<file path="config.mk">
export PLATFORM = sky130hd
export DESIGN_NAME = branch_resolve_unit_flat
export DESIGN_NICKNAME = d
export VERILOG_FILES = /design/src/rtl/branch_resolve_unit_pkg.sv /design/src/rtl/branch_resolve_unit_if.sv /design/src/rtl/branch_resolve_unit_pht_update_fifo.sv /design/src/rtl/branch_resolve_unit.sv /design/src/flat_wrapper.sv
export SDC_FILE = /design/constraint.sdc
export NUM_CORES = 1
export LEC_CHECK = 0
export CELL_PAD_IN_SITES_DETAIL_PLACEMENT = 0
export CELL_PAD_IN_SITES_GLOBAL_PLACEMENT = 1
export CORE_AREA = 2 2 136 138
export CTS_BUF_LIST = sky130_fd_sc_hd__clkbuf_8
export DETAILED_ROUTE_END_ITERATION = 8
export DIE_AREA = 0 0 138 140
export PLACE_DENSITY = 0.59
export SYNTH_ARGS = -nofsm -noshare
export SYNTH_HDL_FRONTEND = slang
export SYNTH_SLANG_ARGS = --single-unit
</file>
<file path="constraint.sdc">
create_clock -name clk -period 2.4 [get_ports clk]
set_input_delay 0.6 -clock clk [delete_from_list [all_inputs] [get_ports clk]]
set_output_delay 0.6 -clock clk [all_outputs]
set_load 0.01 [all_outputs]
</file>
<file path="src/rtl/branch_resolve_unit_pkg.sv">
// branch_resolve_unit_pkg: PHT counter/update types, saturation helpers, shared widths
package branch_resolve_unit_pkg;
  localparam int PHT_IDX_W = 10;
  typedef logic [1:0] lc3b_pht_ctr;
  localparam lc3b_pht_ctr PHT_STRONG_NT = 2'b00;
  localparam lc3b_pht_ctr PHT_STRONG_T = 2'b11;
  typedef struct packed {
    logic [PHT_IDX_W-1:0] index;
    lc3b_pht_ctr ctr;
  } lc3b_pht_update;
  function automatic lc3b_pht_ctr sat_inc(lc3b_pht_ctr c);
    return (c == PHT_STRONG_T) ? c : c + 2'b01;
  endfunction
  function automatic lc3b_pht_ctr sat_dec(lc3b_pht_ctr c);
    return (c == PHT_STRONG_NT) ? c : c - 2'b01;
  endfunction
endpackage

</file>
<file path="src/rtl/branch_resolve_unit_if.sv">
// branch_resolve_unit_if: MEM resolve bus (res_*, stall_req) and PHT write port (pht_*)
// master = pipeline/PHT side, slave = branch_resolve_unit
interface branch_resolve_unit_if;
  import branch_resolve_unit_pkg::*;
  logic res_valid, res_taken, res_spec_taken;
  logic [PHT_IDX_W-1:0] res_pht_index;
  lc3b_pht_ctr res_pht_pred;
  logic [15:0] res_pc, res_target;
  logic stall_req;
  logic pht_we, pht_wr_ready;
  logic [PHT_IDX_W-1:0] pht_wr_index;
  lc3b_pht_ctr pht_wr_data;
  modport master (
    output res_valid, res_taken, res_spec_taken, res_pht_index, res_pht_pred, res_pc, res_target, pht_wr_ready,
    input stall_req, pht_we, pht_wr_index, pht_wr_data
  );
  modport slave (
    input res_valid, res_taken, res_spec_taken, res_pht_index, res_pht_pred, res_pc, res_target, pht_wr_ready,
    output stall_req, pht_we, pht_wr_index, pht_wr_data
  );
endinterface

</file>
<file path="src/rtl/branch_resolve_unit_pht_update_fifo.sv">
// pht_update_fifo: synchronous in-order FIFO of PHT updates
// ports: clk, reset, enq/din (push), deq (pop), dout (head), full, empty
module pht_update_fifo
  import branch_resolve_unit_pkg::*;
#(
  parameter int DEPTH = 4
) (
  input  logic clk,
  input  logic reset,
  input  logic enq,
  input  lc3b_pht_update din,
  input  logic deq,
  output lc3b_pht_update dout,
  output logic full,
  output logic empty
);
  localparam int AW = $clog2(DEPTH);
  lc3b_pht_update mem_q [DEPTH];
  logic [AW:0] wr_q, rd_q;
  // extra wrap bit distinguishes full from empty when the index bits match
  assign empty = wr_q == rd_q;
  assign full = (wr_q[AW] != rd_q[AW]) && (wr_q[AW-1:0] == rd_q[AW-1:0]);
  assign dout = mem_q[rd_q[AW-1:0]];
  always_ff @(posedge clk) begin
    if (reset) begin
      wr_q <= '0;
      rd_q <= '0;
    end else begin
      if (enq) begin
        mem_q[wr_q[AW-1:0]] <= din;
        wr_q <= wr_q + 1'b1;
      end
      if (deq) rd_q <= rd_q + 1'b1;
    end
  end
endmodule

</file>
<file path="src/rtl/branch_resolve_unit.sv">
// branch_resolve_unit: MEM-stage branch resolution, flush/redirect, PHT write-back queue, GHR and stats
// ports: clk, reset, bus (resolve + PHT write, slave), flush/redirect_pc, ghr, branch_count, mispredict_count
module branch_resolve_unit
  import branch_resolve_unit_pkg::*;
#(
  parameter int FIFO_DEPTH = 4,
  parameter int GHR_W = 8,
  parameter int CNT_W = 16
) (
  input  logic clk,
  input  logic reset,
  branch_resolve_unit_if.slave bus,
  output logic flush,
  output logic [15:0] redirect_pc,
  output logic [GHR_W-1:0] ghr,
  output logic [CNT_W-1:0] branch_count,
  output logic [CNT_W-1:0] mispredict_count
);
  logic fifo_full, fifo_empty, deq, accept, mispredict, enq;
  lc3b_pht_ctr new_ctr;
  lc3b_pht_update head;
  logic flush_q, flush_d;
  logic [15:0] redirect_q, redirect_d;
  logic [GHR_W-1:0] ghr_q, ghr_d;
  logic [CNT_W-1:0] bc_q, bc_d, mc_q, mc_d;
  assign deq = !fifo_empty && bus.pht_wr_ready;
  // a full queue still accepts when its head leaves this same cycle
  assign accept = bus.res_valid && !(fifo_full && !deq);
  assign mispredict = bus.res_spec_taken != bus.res_taken;
  assign new_ctr = bus.res_taken ? sat_inc(bus.res_pht_pred) : sat_dec(bus.res_pht_pred);
  assign enq = accept && (new_ctr != bus.res_pht_pred);
  assign bus.stall_req = bus.res_valid && !accept;
  assign bus.pht_we = !fifo_empty;
  assign bus.pht_wr_index = head.index;
  assign bus.pht_wr_data = head.ctr;
  pht_update_fifo #(.DEPTH(FIFO_DEPTH)) u_fifo (
    .clk(clk),
    .reset(reset),
    .enq(enq),
    .din('{index: bus.res_pht_index, ctr: new_ctr}),
    .deq(deq),
    .dout(head),
    .full(fifo_full),
    .empty(fifo_empty)
  );
  always_comb begin
    flush_d = accept && mispredict;
    redirect_d = flush_d ? (bus.res_taken ? bus.res_target : bus.res_pc + 16'd2) : redirect_q;
    ghr_d = accept ? {ghr_q[GHR_W-2:0], bus.res_taken} : ghr_q;
    bc_d = (accept && !(&bc_q)) ? bc_q + 1'b1 : bc_q;
    mc_d = (flush_d && !(&mc_q)) ? mc_q + 1'b1 : mc_q;
  end
  always_ff @(posedge clk) begin
    if (reset) begin
      flush_q <= 1'b0;
      redirect_q <= '0;
      ghr_q <= '0;
      bc_q <= '0;
      mc_q <= '0;
    end else begin
      flush_q <= flush_d;
      redirect_q <= redirect_d;
      ghr_q <= ghr_d;
      bc_q <= bc_d;
      mc_q <= mc_d;
    end
  end
  assign flush = flush_q;
  assign redirect_pc = redirect_q;
  assign ghr = ghr_q;
  assign branch_count = bc_q;
  assign mispredict_count = mc_q;
endmodule
</file>
<file path="src/flat_wrapper.sv">
// flat-port wrapper written by rule: the top's interface ports become plain ports
module branch_resolve_unit_flat import branch_resolve_unit_pkg::*;
#(
  parameter int FIFO_DEPTH = 4,
  parameter int GHR_W = 8,
  parameter int CNT_W = 16
)
  (clk, reset, flush, redirect_pc, ghr, branch_count, mispredict_count, bus_res_valid, bus_res_taken, bus_res_spec_taken, bus_res_pht_index, bus_res_pht_pred, bus_res_pc, bus_res_target, bus_pht_wr_ready, bus_stall_req, bus_pht_we, bus_pht_wr_index, bus_pht_wr_data);
  branch_resolve_unit_if bus_i ();
  input  logic clk;
  input  logic reset;
  output logic flush;
  output logic [15:0] redirect_pc;
  output logic [GHR_W-1:0] ghr;
  output logic [CNT_W-1:0] branch_count;
  output logic [CNT_W-1:0] mispredict_count;
  input wire logic [$bits(bus_i.res_valid)-1:0] bus_res_valid;
  input wire logic [$bits(bus_i.res_taken)-1:0] bus_res_taken;
  input wire logic [$bits(bus_i.res_spec_taken)-1:0] bus_res_spec_taken;
  input wire logic [$bits(bus_i.res_pht_index)-1:0] bus_res_pht_index;
  input wire logic [$bits(bus_i.res_pht_pred)-1:0] bus_res_pht_pred;
  input wire logic [$bits(bus_i.res_pc)-1:0] bus_res_pc;
  input wire logic [$bits(bus_i.res_target)-1:0] bus_res_target;
  input wire logic [$bits(bus_i.pht_wr_ready)-1:0] bus_pht_wr_ready;
  output wire logic [$bits(bus_i.stall_req)-1:0] bus_stall_req;
  output wire logic [$bits(bus_i.pht_we)-1:0] bus_pht_we;
  output wire logic [$bits(bus_i.pht_wr_index)-1:0] bus_pht_wr_index;
  output wire logic [$bits(bus_i.pht_wr_data)-1:0] bus_pht_wr_data;
  assign bus_i.res_valid = bus_res_valid;
  assign bus_i.res_taken = bus_res_taken;
  assign bus_i.res_spec_taken = bus_res_spec_taken;
  assign bus_i.res_pht_index = bus_res_pht_index;
  assign bus_i.res_pht_pred = bus_res_pht_pred;
  assign bus_i.res_pc = bus_res_pc;
  assign bus_i.res_target = bus_res_target;
  assign bus_i.pht_wr_ready = bus_pht_wr_ready;
  assign bus_stall_req = bus_i.stall_req;
  assign bus_pht_we = bus_i.pht_we;
  assign bus_pht_wr_index = bus_i.pht_wr_index;
  assign bus_pht_wr_data = bus_i.pht_wr_data;
  branch_resolve_unit #(.FIFO_DEPTH(FIFO_DEPTH), .GHR_W(GHR_W), .CNT_W(CNT_W)) u_core (.clk(clk), .reset(reset), .bus(bus_i), .flush(flush), .redirect_pc(redirect_pc), .ghr(ghr), .branch_count(branch_count), .mispredict_count(mispredict_count));
endmodule
</file>
==> results of run 1 <==
## power breakdown
part / internal (mW) / switching (mW)
Combinational: 0.441 / 0.363
Clock: 1.06 / 0.773
Sequential: 2.07 / 0.0490
Total: 3.58 / 1.19
## metrics by stage
step	setup TNS, ns	power [mW]	hold slack, ns
final	0	4.76	0.452
after global routing	0	4.98	0.476
after CTS	0	4.81	0.456
after detailed placement	-11.12	2.97	0.447
after global placement	-9.66	2.95	0.445
after floorplan	0	2.52	0.476
## worst min path at each step
| stage | cells after the start | slack (ns) | to | from |
|---|---|---|---|---|
| CTS | 2 | 0.46 | u_core.redirect_pc[9] | u_core.redirect_pc[9] |
| detailed placement | 2 | 0.45 | u_core.redirect_pc[9] | u_core.redirect_pc[9] |
| floorplan | 2 | 0.48 | u_core.redirect_pc[3] | u_core.redirect_pc[3] |
| finish | 2 | 0.45 | u_core.redirect_pc[9] | u_core.redirect_pc[9] |
| global route | 2 | 0.48 | u_core.redirect_pc[4] | u_core.redirect_pc[4] |
| global placement | 2 | 0.45 | u_core.ghr[7] | u_core.ghr[7] |
## registers in the layout, indices dropped and copies added, names as in the netlist, named ones only
| signal | flops |
|---|---|
| u_core.u_fifo.mem_q | 48 |
| u_core.branch_count | 16 |
| u_core.mispredict_count | 16 |
| u_core.redirect_pc | 16 |
| u_core.ghr | 8 |
| u_core.u_fifo.rd_q | 3 |
| u_core.u_fifo.wr_q | 3 |
| u_core.flush | 1 |
## critical path, stage by stage (launching register included)
cell and delay, ns:
sky130_fd_sc_hd__dfxtp_4 0.38, sky130_fd_sc_hd__buf_12 0.13, sky130_fd_sc_hd__mux4_2 0.48, sky130_fd_sc_hd__dlygate4sd2_1 0.30
## cell type report
cell class	count	share of cell area, %
clock buffer	19	3.53
clock inverter	12	1.93
inverter	12	0.609
multi-input combinational	331	30.9
sequential	113	37.1
tap	229	3.87
timing repair buffer	165	22.1
## kinds of logic after synthesis
group | synth area share [%]
flip-flops | 53.8
AND/OR/NAND/NOR | 19.0
XOR/XNOR | 5.64
buffers and inverters | 2.43
AO/OA/AOI/OAI | 9.49
adder cells (fa/ha/maj) | 2.35
multiplexers | 7.36
## layer usage
layer	up-vias	wire (um)	global-route usage (%)
met5	-	0	0
met4	0	149	5.48
met3	12	963	5.95
met2	105	6690	23.4
met1	1977	6030	17.2
li1	2079	-	-
## cell usage in the layout (no fill, tap or decap), types with 10 or more instances in the layout
| master | count |
|---|---|
| sky130_fd_sc_hd__dfxtp_1 | 62 |
| sky130_fd_sc_hd__nor4_1 | 11 |
| sky130_fd_sc_hd__buf_4 | 36 |
| sky130_fd_sc_hd__xnor2_1 | 13 |
| sky130_fd_sc_hd__nand2_1 | 54 |
| sky130_fd_sc_hd__edfxtp_1 | 48 |
| sky130_fd_sc_hd__clkbuf_8 | 19 |
| sky130_fd_sc_hd__xor2_1 | 16 |
| sky130_fd_sc_hd__nor3_1 | 10 |
| sky130_fd_sc_hd__nand3_1 | 24 |
| sky130_fd_sc_hd__o211ai_1 | 11 |
| sky130_fd_sc_hd__nand4_1 | 10 |
| sky130_fd_sc_hd__inv_1 | 13 |
| sky130_fd_sc_hd__mux4_2 | 12 |
| sky130_fd_sc_hd__a21oi_1 | 29 |
| sky130_fd_sc_hd__nor2_1 | 40 |
| sky130_fd_sc_hd__clkdlybuf4s50_1 | 105 |
## repair_timing
action	CTS	global route
setup endpoints to repair	14	11
gates resized for setup	29	9
pin swaps	2	0
cloned	0	1
==> impl_table.tex, run 1 <==
\begin{tabular}{lr}
\hline
Metric & Value \\
\hline
\multicolumn{2}{l}{\textbf{Run status}} \\
\quad Run status & finished clean \\
\multicolumn{2}{l}{\textbf{Critical path}} \\
\quad Logic depth of the worst register-to-register path & 6 \\
\quad Worst setup endpoint & bus\_pht\_wr\_index[1] \\
\quad CP Data Required Time & between 1.5 and 2 ns \\
\quad Critical path capture point type & output pin \\
\quad Arrival time at the worst endpoint & about 1.7 ns \\
\quad Worst flop-to-flop path startpoint & u\_core.u\_fifo.rd\_q[1] \\
\quad Critical Setup Path Class & register to output pin \\
\quad CP max FO & 6 \\
\quad Critical R2R Capture & u\_core.mispredict\_count[9] \\
\quad Startpoint types & register \\
\quad Setup slack of the worst register-to-register path & about 0.18 ns \\
\multicolumn{2}{l}{\textbf{Floorplanning}} \\
\quad Initial cell density of the core & 28.7\% \\
\quad Vert. Die Dim & 140 um \\
\quad Total number of placement rows & around 50 \\
\quad I/O pin count & between 100 and 150 \\
\quad CORE AREA & about 0.018 mm2 \\
\quad Area of the die & roughly 0.019 mm2 \\
\quad Horizontal die dimension & between 100 and 150 um \\
\multicolumn{2}{l}{\textbf{Synthesis}} \\
\quad Cell type with the highest aggregate area in the netlist & sky130\_fd\_sc\_hd\_\_edfxtp\_1 \\
\quad Post-synth top cells & 65 x sky130\_fd\_sc\_hd\_\_dfxtp\_1, 54 x sky130\_fd\_sc\_hd\_\_nand2\_1, 48 x sky130\_fd\_sc\_hd\_\_edfxtp\_1 \\
\quad Share of synthesized area occupied by flip-flops and latches & a little over half \\
\quad Cells taking the most area after synthesis & sky130\_fd\_sc\_hd\_\_edfxtp\_1 28\%, sky130\_fd\_sc\_hd\_\_dfxtp\_1 26\%, sky130\_fd\_sc\_hd\_\_mux4\_2 5.3\% \\
\quad Count of mapped cells out of synthesis & approximately 480 \\
\quad Count leader, synth & sky130\_fd\_sc\_hd\_\_dfxtp\_1 \\
\quad Post-synth net total & between 500 and 600 \\
\quad Syn. warnings & 0 \\
\quad Share of the synthesized area in the top cell type & between 20\% and 30\% \\
\quad Number of synthesized register bits & $\sim$110 \\
\quad Number of distinct standard cells referenced by the synthesized netlist & 54 \\
\quad Number of synthesized flops with an enable pin & 48 \\
\quad Avg Cell Area, Syn & $\sim$11 um2 \\
\quad Post-synth design cell area & roughly 0.0051 mm2 \\
\quad Commonest register cell after synthesis & sky130\_fd\_sc\_hd\_\_dfxtp\_1 \\
\quad Async S/R FF share, synth & 0\% \\
\multicolumn{2}{l}{\textbf{Detailed routing}} \\
\quad Iter 0 DRT Violations & about 180 \\
\quad First-pass DRT Iterations & 4 \\
\quad Final routed DRC violation total & 0 \\
\quad Number of nets with antenna violations after routing & 0 \\
\quad Vias & 4173 \\
\quad Routed length per placed instance & 15.7 um \\
\quad Number of vias per cell & 4.74 \\
\quad Wirelength, routed & 13800 um \\
\multicolumn{2}{l}{\textbf{Place}} \\
\quad Worst slack at placement & -0.413 ns \\
\quad Post-detailed-placement cell area & between 0.006 and 0.007 mm2 \\
\quad Number of buffer cells added on primary ports & 120 \\
\quad \# placed instances & roughly 850 \\
\quad HPWL after detailed placement & approximately 9900 um \\
\quad Routability cong. & about 0.76 \\
\multicolumn{2}{l}{\textbf{Timing}} \\
\quad Worst Max-Slew Pin Slew & $\sim$0.7 ns \\
\quad Time the worst path needs with I/O delays and setup & between 2 and 2.5 ns \\
\quad Unrepaired setup endpoints after global routing & false \\
\quad Worst setup skew after layout & $\sim$0.0082 ns \\
\quad Final slew viol count & 0 \\
\quad Highest clock frequency the design can meet & between 400 and 500 MHz \\
\quad Min setup slack post-route & approximately 0.075 ns \\
\quad Total setup violations reported at the end of the flow & 0 \\
\quad Relative max-transition margin & 51.9\% \\
\quad Count of endpoints failing hold in the final timing report & 0 \\
\quad Final critical-path share of the clock period & around 97\% \\
\multicolumn{2}{l}{\textbf{Clocking}} \\
\quad Root Driver & sky130\_fd\_sc\_hd\_\_clkbuf\_8 \\
\quad Clock latency at the later pin of the worst-skew pair & around 0.44 ns \\
\quad Clk pin slew, worst setup/hold paths & 0.07 ns \\
\quad Number of buffers inserted to repair setup after CTS & 0 \\
\quad Number of buffers inserted by hold repair at cts & 0 \\
\quad Worst-case clock buffer depth & 2 \\
\quad Number of buffers created by CTS & 17 \\
\quad Depth of the CTS H-tree & 4 \\
\quad Sinks on Clock Net & 113 \\
\quad TritonCTS clock tree & built \\
\multicolumn{2}{l}{\textbf{Cells and area}} \\
\quad Sequential cell area & 0.00275 mm2 \\
\quad Finished Cell Area & 0.00740 mm2 \\
\quad Total Nets Final & about 700 \\
\quad Area growth from synthesis to final layout & 45.1\% \\
\quad Multi-input combinational cell area & 0.00228 mm2 \\
\quad Non-filler cells, final & 881 \\
\quad Fraction of final layout cells with drive strength greater than 1 & 16.6\% \\
\quad Count of filler cells inserted in the layout & about 1700 \\
\quad Ant diodes & 0 \\
\quad Final Core Density & about two fifths \\
\multicolumn{2}{l}{\textbf{Global routing}} \\
\quad Global-route wire length before repair & 21800 um \\
\quad Via count of the first global-routing pass & approximately 4100 \\
\quad Overflow after GRT & 0 \\
\quad Antenna violations before repair & 0 \\
\quad Combined global-route utilization of all metal layers & 14.4\% \\
\quad Largest net degree at the start of global routing & 64 \\
\multicolumn{2}{l}{\textbf{Pwr}} \\
\quad Static Leakage & around 2.6 nW \\
\quad Peak VDD IR & around 0.38 mV \\
\quad Cell area power density & 644 mW/mm2 \\
\multicolumn{2}{l}{\textbf{Run}} \\
\quad Reported max-cap violation count & 0 \\
\multicolumn{2}{l}{\textbf{Hold path}} \\
\quad HP Class & register to register \\
\hline
\end{tabular}
Power figures use the tool's default switching activity.
==> inputs of run 2 (changes only) <==
Settings changed: CTS_CLUSTER_SIZE set to 14, GPL_TIMING_DRIVEN set to 0.
==> run 2 against run 1 <==
Sequential share of layout area grew 1.4 points. First-iteration DRC count grew 32%. Final cell count shrank 2.3%. Sequential cell count is the same. Highest routed layer is now met5.
==> impl_table.tex, run 2 (synthesis results as in run 1) <==
\begin{tabular}{lr}
\hline
Metric & Value \\
\hline
\multicolumn{2}{l}{\textbf{Critical path}} \\
\quad Setup slack of the worst register-to-register path & between 0.1 and 0.15 ns \\
\quad Critical R2R Capture & u\_core.branch\_count[1] \\
\quad Startpoint types & input pin \\
\quad Peak per-stage delay on the critical path & just under 0.6 ns \\
\quad CP Buf/Inv Count & 1 \\
\quad Worst flop-to-flop path startpoint & u\_core.branch\_count[0] \\
\quad Crit path max-delay cell type & sky130\_fd\_sc\_hd\_\_or4\_4 \\
\quad CP Data Required Time & 2.73 ns \\
\quad Ordered cell list for the critical path & clkdlybuf4s50\_1 > xor2\_1 > nand2\_1 > or4\_4 > nor3\_1 > mux2\_2 \\
\quad Logic depth of the worst register-to-register path & 7 \\
\quad Category of cells accounting for the largest share of critical-path delay & simple AND/OR/NAND/NOR gates \\
\quad Critical Setup Path Class & input pin to register \\
\quad Critical path capture point type & register \\
\quad CP max FO & 5 \\
\quad Arrival time at the worst endpoint & between 2 and 3 ns \\
\multicolumn{2}{l}{\textbf{Timing}} \\
\quad Worst Max-Slew Pin Slew & between 0.8 and 0.9 ns \\
\quad Unrepaired setup endpoints after global routing & true \\
\quad Final slew viol count & 0 \\
\quad Hold Slack & 0.457 ns \\
\quad Relative max-transition margin & $\sim$44\% \\
\quad Time the worst path needs with I/O delays and setup & between 2 and 2.5 ns \\
\quad Final total negative setup slack & 0 ns \\
\quad Count of endpoints failing hold in the final timing report & 0 \\
\quad Worst setup skew after layout & 0.0101 ns \\
\quad Highest clock frequency the design can meet & 428 MHz \\
\quad Final critical-path share of the clock period & approximately 97\% \\
\quad Total setup violations reported at the end of the flow & 0 \\
\quad Min setup slack post-route & around 0.065 ns \\
\multicolumn{2}{l}{\textbf{Global routing}} \\
\quad Overflow after GRT & 0 \\
\quad Antenna violations before repair & 2 \\
\quad Largest net degree at the start of global routing & 17 \\
\quad Via count of the first global-routing pass & 4097 \\
\quad Combined global-route utilization of all metal layers & 15.1\% \\
\quad Global-route wire length before repair & $\sim$23000 um \\
\multicolumn{2}{l}{\textbf{Pwr}} \\
\quad Final Total Pwr & roughly 5 mW \\
\quad Total net switching power & between 1 and 1.5 mW \\
\quad Combinational cell fraction of total power & between 10\% and 20\% \\
\quad Proportion of power drawn by flip-flops and latches & between 40\% and 50\% \\
\quad Peak VDD IR & about 0.37 mV \\
\quad Static Leakage & approximately 2.4 nW \\
\quad Cell area power density & roughly 700 mW/mm2 \\
\quad Switching part of the total power & a little over a quarter \\
\quad Clk network pwr share & 40.9\% \\
\quad Internal power summed over all cells & $\sim$3.6 mW \\
\multicolumn{2}{l}{\textbf{Cells and area}} \\
\quad Ant diodes & 0 \\
\quad Area growth from synthesis to final layout & 40.2\% \\
\quad Fraction of final layout cells with drive strength greater than 1 & 15.0\% \\
\quad Total Nets Final & 677 \\
\quad Finished Cell Area & between 0.007 and 0.008 mm2 \\
\quad Most common cell after layout, fill and taps aside & sky130\_fd\_sc\_hd\_\_clkdlybuf4s50\_1 \\
\quad Non-filler cells, final & around 860 \\
\quad Number of flip-flops under the largest register name & 48 \\
\quad Highest-count cells in the layout ignoring fill and taps & 103 x sky130\_fd\_sc\_hd\_\_clkdlybuf4s50\_1, 58 x sky130\_fd\_sc\_hd\_\_dfxtp\_1, 54 x sky130\_fd\_sc\_hd\_\_nand2\_1 \\
\quad Final Core Density & between 40\% and 50\% \\
\multicolumn{2}{l}{\textbf{Place}} \\
\quad Routability cong. & roughly 0.77 \\
\quad Post-detailed-placement cell area & between 0.006 and 0.007 mm2 \\
\quad HPWL after detailed placement & 10300 um \\
\quad Worst slack at placement & -0.760 ns \\
\quad \# placed instances & about 800 \\
\quad Number of buffer cells added on primary ports & $\sim$120 \\
\multicolumn{2}{l}{\textbf{Detailed routing}} \\
\quad Vias & 4174 \\
\quad Iter 0 DRT Violations & about 240 \\
\quad Number of nets with antenna violations after routing & 0 \\
\quad Number of vias per cell & 4.85 \\
\quad Wirelength, routed & between 10000 and 15000 um \\
\quad Routed length per placed instance & around 17 um \\
\quad Final routed DRC violation total & 0 \\
\quad First-pass DRT Iterations & 4 \\
\multicolumn{2}{l}{\textbf{Clocking}} \\
\quad Number of buffers created by CTS & 17 \\
\quad Worst-case clock buffer depth & 2 \\
\quad TritonCTS clock tree & built \\
\quad Clk pin slew, worst setup/hold paths & roughly 0.07 ns \\
\quad Number of buffers inserted by hold repair at cts & 0 \\
\quad Root Driver & sky130\_fd\_sc\_hd\_\_clkbuf\_8 \\
\quad Sinks on Clock Net & 113 \\
\quad Depth of the CTS H-tree & 4 \\
\quad Clock latency at the later pin of the worst-skew pair & about 0.44 ns \\
\multicolumn{2}{l}{\textbf{Floorplanning}} \\
\quad Area of the die & 0.0193 mm2 \\
\quad Initial cell density of the core & 28.7\% \\
\quad CORE AREA & roughly 0.018 mm2 \\
\quad Horizontal die dimension & roughly 140 um \\
\quad Vert. Die Dim & between 100 and 150 um \\
\quad Total number of placement rows & 49 \\
\quad I/O pin count & about 120 \\
\multicolumn{2}{l}{\textbf{Hold path}} \\
\quad Number of stages on the worst hold path & 2 \\
\quad HP Class & register to register \\
\quad Worst-case hold path end point & u\_core.redirect\_pc[6] \\
\quad Hold path startpoint & u\_core.redirect\_pc[6] \\
\multicolumn{2}{l}{\textbf{Run status}} \\
\quad Run status & finished clean \\
\multicolumn{2}{l}{\textbf{Run}} \\
\quad Reported max-cap violation count & 0 \\
\hline
\end{tabular}
[run 2: cell count changes in the layout (fill, tap and decap cells not counted), moves of 4 or more]
| cell | previous run | this run |
|---|---|---|
| sky130_fd_sc_hd__inv_6 | 0 | 4 |
| sky130_fd_sc_hd__and3_1 | 8 | 4 |
| sky130_fd_sc_hd__clkdlybuf4s15_1 | 8 | 2 |
| sky130_fd_sc_hd__dfxtp_1 | 62 | 58 |
| sky130_fd_sc_hd__buf_12 | 8 | 1 |
| sky130_fd_sc_hd__buf_4 | 36 | 7 |
| sky130_fd_sc_hd__buf_2 | 1 | 5 |
| sky130_fd_sc_hd__and3_2 | 0 | 4 |
| sky130_fd_sc_hd__clkinv_2 | 4 | 0 |
| sky130_fd_sc_hd__clkbuf_1 | 0 | 10 |
| sky130_fd_sc_hd__clkbuf_2 | 3 | 9 |
[run 2: power by group through the flow]
stage | clock (mW) | sequential, mW | combinational [mW]
CTS | 2.06 | 2.14 | 0.750
global route | 2.14 | 2.15 | 0.811
global placement | 0 | 2.16 | 0.717
detailed placement | 0 | 2.17 | 0.725
floorplan | 0 | 2.17 | 0.351
finish | 2.00 | 2.14 | 0.746
[run 2: worst max path at each step]
stage / start / cells past startpoint / end
floorplan: bus_pht_wr_ready / 3 / u_core.u_fifo.mem_q[0][0]
global placement: bus_pht_wr_ready / 4 / u_core.u_fifo.mem_q[0][3]
detailed placement: bus_pht_wr_ready / 4 / u_core.u_fifo.mem_q[1][2]
CTS: register / 3 / bus_pht_wr_index[3]
global route: u_core.branch_count[0] / 7 / u_core.branch_count[1]
finish: bus_res_spec_taken / 6 / u_core.mispredict_count[10]
[run 2: area by class of cell]
cell class	instances	area, um2
plain buffers	19	100
clock buffers	17	234
clock inverters	15	208
fillers	1758	10600
inverters	12	45.0
multi-input cells	331	2320
flip-flops and latches	113	2760
well taps	229	287
repair buffers	125	1200
[run 2: worst min-delay path, delay by kind of cell (launching register included)]
kind | cells | cell delay [ns]
AND/OR/NAND/NOR | 1 | 0.05
flip-flops | 1 | 0.31
AO/OA/AOI/OAI | 1 | 0.05
[run 2: layer usage]
metal / wire [um] / share of wire, % / GRT usage [%] / vias to the layer above
met4: 122 / 0.84 / 4.46 / 4
met1: 6310 / 44 / 18.1 / 2001
met5: 21 / 0.15 / 0 / -
li1: - / - / - / 2044
met2: 6910 / 48 / 24.5 / 110
met3: 1090 / 7.5 / 6.60 / 15
[run 2: timing repair]
item                                    in CTS  in global routing
endpoints found under the setup margin      69                 20
setup buffers                                6                  0
pin swaps                                    3                  0
cloned                                       0                  1
gates resized for setup                     57                 17
